**src/rtl/core_wb_arbiter.sv**
```systemverilog
// -----------------------------------------------------------------------------
// core_wb_arbiter
//   Writeback arbiter and register scoreboard in front of core_regfile write
//   port 3. NREQ writeback sources (ALU, LSU, mul/div, ...) share a single
//   regfile write port. One write is accepted per cycle and presented on
//   registered outputs one cycle later. A busy mask records the destination
//   registers of issued long-latency ops so the issue stage can stall on them.
//
//   Build variants: defining CORE_WB_ARB_FIXED_PRIO_EN selects fixed priority,
//   where the lowest-index valid requester always wins and rr_ptr is tied to 0.
//   The default build uses round robin starting at rr_ptr.
//
// Parameters
//   NREQ         number of writeback requesters (2..8), index 0 wins ties
// Ports
//   clk          core clock
//   rst          synchronous active-high reset
//   i_stall      1 = grant nothing this cycle
//   i_req_valid  per-requester pending writeback
//   i_req_waddr  per-requester destination register, 5 bits each
//   i_req_wdata  per-requester write data, 32 bits each
//   o_req_ready  combinational one-hot (or zero) grant
//   i_iss_valid  long-latency op issued this cycle
//   i_iss_rd     destination register of that op
//   o_we         regfile write enable
//   o_waddr      regfile write address
//   o_wdata      regfile write data
//   o_busy       bit r set = write to xr outstanding (bit 0 always 0)
// -----------------------------------------------------------------------------
module core_wb_arbiter #(
  parameter int NREQ = 3
) (
  input  logic                 clk,
  input  logic                 rst,
  input  logic                 i_stall,
  input  logic [NREQ-1:0]      i_req_valid,
  input  logic [NREQ*5-1:0]    i_req_waddr,
  input  logic [NREQ*32-1:0]   i_req_wdata,
  output logic [NREQ-1:0]      o_req_ready,
  input  logic                 i_iss_valid,
  input  logic [4:0]           i_iss_rd,
  output logic                 o_we,
  output logic [4:0]           o_waddr,
  output logic [31:0]          o_wdata,
  output logic [31:0]          o_busy
);

  localparam int PW = (NREQ > 2) ? $clog2(NREQ) : 1;

  if (NREQ < 2 || NREQ > 8) begin : g_nreq_bad
    $error("core_wb_arbiter: NREQ must be in the range 2..8");
  end

  logic [PW-1:0]   rr_ptr;
  logic [PW:0]     cand_sum;
  logic [PW-1:0]   cand;
  logic            hit;
  logic            win_found;
  logic [PW-1:0]   win_idx;
  logic [NREQ-1:0] grant;
  logic [4:0]      sel_waddr;
  logic [31:0]     sel_wdata;
  logic            wr;
  logic [31:0]     clear_mask;
  logic [31:0]     set_mask;
  logic [31:0]     busy_next;

  // Arbitration: walk requesters starting at rr_ptr (wrapping mod NREQ) and
  // take the first valid one. With rr_ptr tied to 0 this is fixed priority.
  always_comb begin
    cand_sum  = '0;
    cand      = '0;
    hit       = 1'b0;
    win_found = 1'b0;
    win_idx   = '0;
    grant     = '0;
    if (!i_stall) begin
      for (int j = 0; j < NREQ; j++) begin
        cand_sum  = {1'b0, rr_ptr} + (PW+1)'(j);
        cand_sum  = (cand_sum >= (PW+1)'(NREQ)) ? (cand_sum - (PW+1)'(NREQ)) : cand_sum;
        cand      = cand_sum[PW-1:0];
        hit       = ~win_found & i_req_valid[cand];
        win_idx   = hit ? cand : win_idx;
        win_found = win_found | hit;
      end
      grant[win_idx] = win_found;
    end else begin
      grant = '0;
    end
  end

  assign o_req_ready = grant;

  // Route the granted requester's address/data to the write stage.
  always_comb begin
    sel_waddr = 5'd0;
    sel_wdata = 32'd0;
    for (int j = 0; j < NREQ; j++) begin
      sel_waddr = grant[j] ? i_req_waddr[j*5 +: 5]   : sel_waddr;
      sel_wdata = grant[j] ? i_req_wdata[j*32 +: 32] : sel_wdata;
    end
  end

  // Writes to x0 are accepted but never reach the regfile or the scoreboard.
  assign wr = win_found & (sel_waddr != 5'd0);

  // Scoreboard update: the set is applied after the clear so a new producer
  // for the same register keeps it busy.
  always_comb begin
    clear_mask = wr ? (32'd1 << sel_waddr) : 32'd0;
    set_mask   = (i_iss_valid && (i_iss_rd != 5'd0)) ? (32'd1 << i_iss_rd) : 32'd0;
    busy_next  = ((o_busy & ~clear_mask) | set_mask) & 32'hFFFF_FFFE;
  end

  // Registered write port and busy mask.
  always_ff @(posedge clk) begin
    if (rst) begin
      o_we    <= 1'b0;
      o_waddr <= 5'd0;
      o_wdata <= 32'd0;
      o_busy  <= 32'd0;
    end else begin
      o_we   <= wr;
      o_busy <= busy_next;
      if (wr) begin
        o_waddr <= sel_waddr;
        o_wdata <= sel_wdata;
      end
    end
  end

`ifdef CORE_WB_ARB_FIXED_PRIO_EN
  assign rr_ptr = '0;
`else
  // Round-robin pointer: the requester after the last accepted one starts
  // the next search; it only moves on an accept.
  always_ff @(posedge clk) begin
    if (rst) begin
      rr_ptr <= '0;
    end else if (win_found) begin
      rr_ptr <= (win_idx == PW'(NREQ-1)) ? '0 : (win_idx + PW'(1));
    end
  end
`endif

endmodule

```
**config.mk**
```make
export PLATFORM = sky130hd
export DESIGN_NAME = core_wb_arbiter
export DESIGN_NICKNAME = d
export VERILOG_FILES = /design/src/rtl/core_wb_arbiter.sv
export SDC_FILE = /design/constraint.sdc
export NUM_CORES = 1
export LEC_CHECK = 0
export CAP_MARGIN = 10
export CORE_MARGIN = 2
export CORE_UTILIZATION = 40
export DETAILED_ROUTE_END_ITERATION = 10
export GPL_TIMING_DRIVEN = 0
export HOLD_SLACK_MARGIN = 0.15
export MAX_ROUTING_LAYER = met4
export PLACE_DENSITY = 0.79
export SYNTH_ARGS = -nofsm -noshare
export SYNTH_HDL_FRONTEND = slang
export SYNTH_SLANG_ARGS = --single-unit
export TNS_END_PERCENT = 10
```
**constraint.sdc**
```tcl
create_clock -name clk -period 5.5 [get_ports clk]
set_input_delay 0.55 -clock clk [delete_from_list [all_inputs] [get_ports clk]]
set_output_delay 0.55 -clock clk [all_outputs]
set_load 0.05 [all_outputs]
```
==> impl_metrics.json <==
{
  "yosysWarnings": 0,
  "dp.cells": 705,
  "synth_edf_count": 0,
  "grt_pass1_vias": 4087,
  "crit_buf_inv": 5,
  "post-cts-setup-buffers": 0,
  "slowest_stage": "clkdlybuf4s50_1",
  "fin_ws_ns": 0.4514,
  "synthMostInstantiatedCell": "dfxtp_1",
  "synth_top_area_share_pct": 39.00,
  "drt-pass1-iter-count": 9,
  "syn_inst": 403,
  "cts_buffer_depth": 2,
  "relSlewSlack_pct": 42.14,
  "cts_hold_buf": 0,
  "grt_max_degree": 14,
  "worst_pin_slew_ns": 0.8679,
  "setup_tns_ns": 0,
  "crit_required_ns": 4.95,
  "fillCellCount": 745,
  "min_period_ns": 5.049,
  "drv_slew": 0,
  "wl_um": 13750,
  "vias_per_cell": 5.889,
  "final_core_util_pct": 68.08,
  "cts_root_buf": "clkbuf_8",
  "drc": 0,
  "crit_type": "reg2out",
  "end_kind": "primary output",
  "vias": 4246,
  "start_kind": "flop",
  "start_util_pct": 41.59,
  "ys_ff_latch": 71,
  "num_rows": 34,
  "synthFlopType": "dfxtp_1",
  "cts_max_level": 3,
  "overflow": 0,
  "pre_cts_ws_ns": 0.5913,
  "drv_cap": 0,
  "routedWlPerCell_um": 19.07,
  "max_stage_delay_ns": 0.91,
  "clock_sinks": 71,
  "die_y_um": 99.46,
  "clkSlewWorstSetupHoldPaths_ns": 0.08,
  "n_antenna_cell": 0,
  "synthDistinctLibCells": 54,
  "powerDensity_nw_per_um2": 326.5,
  "die_w_um": 99.46,
  "ys_seq_area_share_pct": 39.00,
  "setup-violations-final": 0,
  "yosys-top-cells-count": "dfxtp_1, o21ai_0, a222oi_1, nor3_1, clkbuf_1",
  "max_freq_ghz": 0.1981,
  "leakage_nw": 2.046,
  "crit_chain": "inv_1 > ha_1 > clkbuf_1 > mux2_2 > a222oi_1 > a31oi_1 > nor3_1 > buf_2 > buf_1 > clkdlybuf4s50_1",
  "instances_no_fill": 721,
  "grt_pass1_wl_um": 20770,
  "coreArea_um2": 8763,
  "status": "finished clean",
  "drtIter0Drc": 310,
  "syn_area_um2": 3645,
  "p_total_mw": 1.948,
  "fin_crit_sh_pct": 91.79,
  "path_max_fanout": 10,
  "rsz0062_at_grt": "no",
  "synth_area_leaders": "dfxtp_1, a222oi_1, a211oi_2",
  "postSynthAreaPerCell_um2": 9.044,
  "async_flop_share_pct": 0,
  "drive_gt1_share_pct": 9.462,
  "grt_usage_pct": 27.18,
  "area_delta_synth_final_pct": 63.68,
  "cts_tree": "built",
  "cts_resized": 0,
  "yosysTopAreaCell": "dfxtp_1",
  "place.gp.congestion": 0.9608,
  "die-area_um2": 9891,
  "irDropWorstVdd_mv": 0.2059,
  "synth.net_count": 529,
  "dp_hpwl_um": 10660,
  "antenna_left": 0,
  "final_hold_viol_count": 0,
  "arrival_ns": 4.50,
  "crit_family": "buffers and inverters",
  "skew_ns": 0.006278,
  "antenna_found_initial": 0,
  "clk_latency_ns": 0.35,
  "min_path_type": "reg2reg",
  "portBuffers": 194,
  "cts_buffers": 9,
  "ios": 196,
  "fin_nets": 734
}
==> routing by layer <==
metal	GRT usage [%]	part of all wire, %
met5	-	0
met4	6.428	1.7
met3	5.200	6.7
met2	44.28	49
met1	35.07	43
==> cell families after synthesis <==
kind of cell / share of synthesized area, %
mux: 0.8925
buf+inv: 6.042
compound gates: 34.98
flops: 39.00
simple gates: 17.68
other cells: 0.1029
fa+ha+maj: 1.305
==> worst register-to-register path, stage by stage (launching register included) <==
cell and delay (ns):
dfxtp_1 0.34, inv_1 0.06, ha_1 0.12, clkbuf_1 0.28, mux2_2 0.39, a222oi_1 0.54
and2_1 0.27, a211oi_1 0.12, buf_2 0.23, a222oi_1 0.60, nand3_2 0.32, or2_1 0.29
buf_2 0.20, buf_6 0.18, a211oi_2 0.19
==> power by group <==
part / total (mW) / switching [mW] / internal [mW]
Clock: 0.516 / 0.214 / 0.303
Sequential: 0.608 / 0.0325 / 0.575
Combinational: 0.823 / 0.509 / 0.314
Total: 1.95 / 0.755 / 1.19
==> registers in the layout, summed over array words and instances, names as in the netlist <==
name,cells
o_wdata,32
o_we,1
rr_ptr,2
o_waddr,5
o_busy,31
==> layout by cell type, fill, tap and decap left out, types with 2 or more instances in the layout <==
master           count
a22o_1               3
buf_2                5
o21ai_0             41
a211oi_2            26
nand2b_1             5
nand3b_1             7
and3b_1              3
nor4_1               2
dfxtp_1             71
bufinv_16            3
o41ai_1              2
a211oi_1             9
ha_1                 3
nand3_1              2
a222oi_1            36
and3_1               2
o32ai_1              3
o22ai_1              3
clkbuf_1            29
nor3_1              35
a21o_1               3
a21oi_1             20
clkbuf_8             9
clkdlybuf4s50_1    194
or2_2                2
or3b_2               2
inv_1               11
a22oi_1              3
and2_1               2
nand2_1             19
a221o_1              3
nor2_1              10
buf_6                3
nor2b_1             14
or3_1                2
==> final timing paths <==
check | startpoint | end | slack (ns) | cells after the start
setup reg to reg | rr_ptr[1] | o_wdata[24] | 1.28 | 14
hold reg to reg | o_busy[31] | o_busy[31] | 0.48 | 2
hold / removal | o_busy[31] | o_busy[31] | 0.48 | 2
setup / recovery | rr_ptr[1] | o_req_ready[1] | 0.45 | 10
==> per-stage QoR <==
stage | area, µm² | hold WS (ns)
final | 5966 | 0.4790
after global routing | 5966 | 0.5051
after CTS | 5966 | 0.4807
after global placement | 5722 | 0.4588
after floorplan | 3645 | 0.4868
after detailed placement | 5722 | 0.4683
==> area by class of cell <==
class	instances	area, µm²	share of cell area, %
multi-input cells	282	2003	33.58
repair buffers	194	1942	32.55
flip-flops and latches	71	1421	23.83
plain buffers	39	178.9	2.999
well taps	108	135.1	2.265
clock buffers	9	123.9	2.076
clock inverters	7	120.1	2.013
inverters	11	41.29	0.6921
Power figures use the tool's default switching activity.
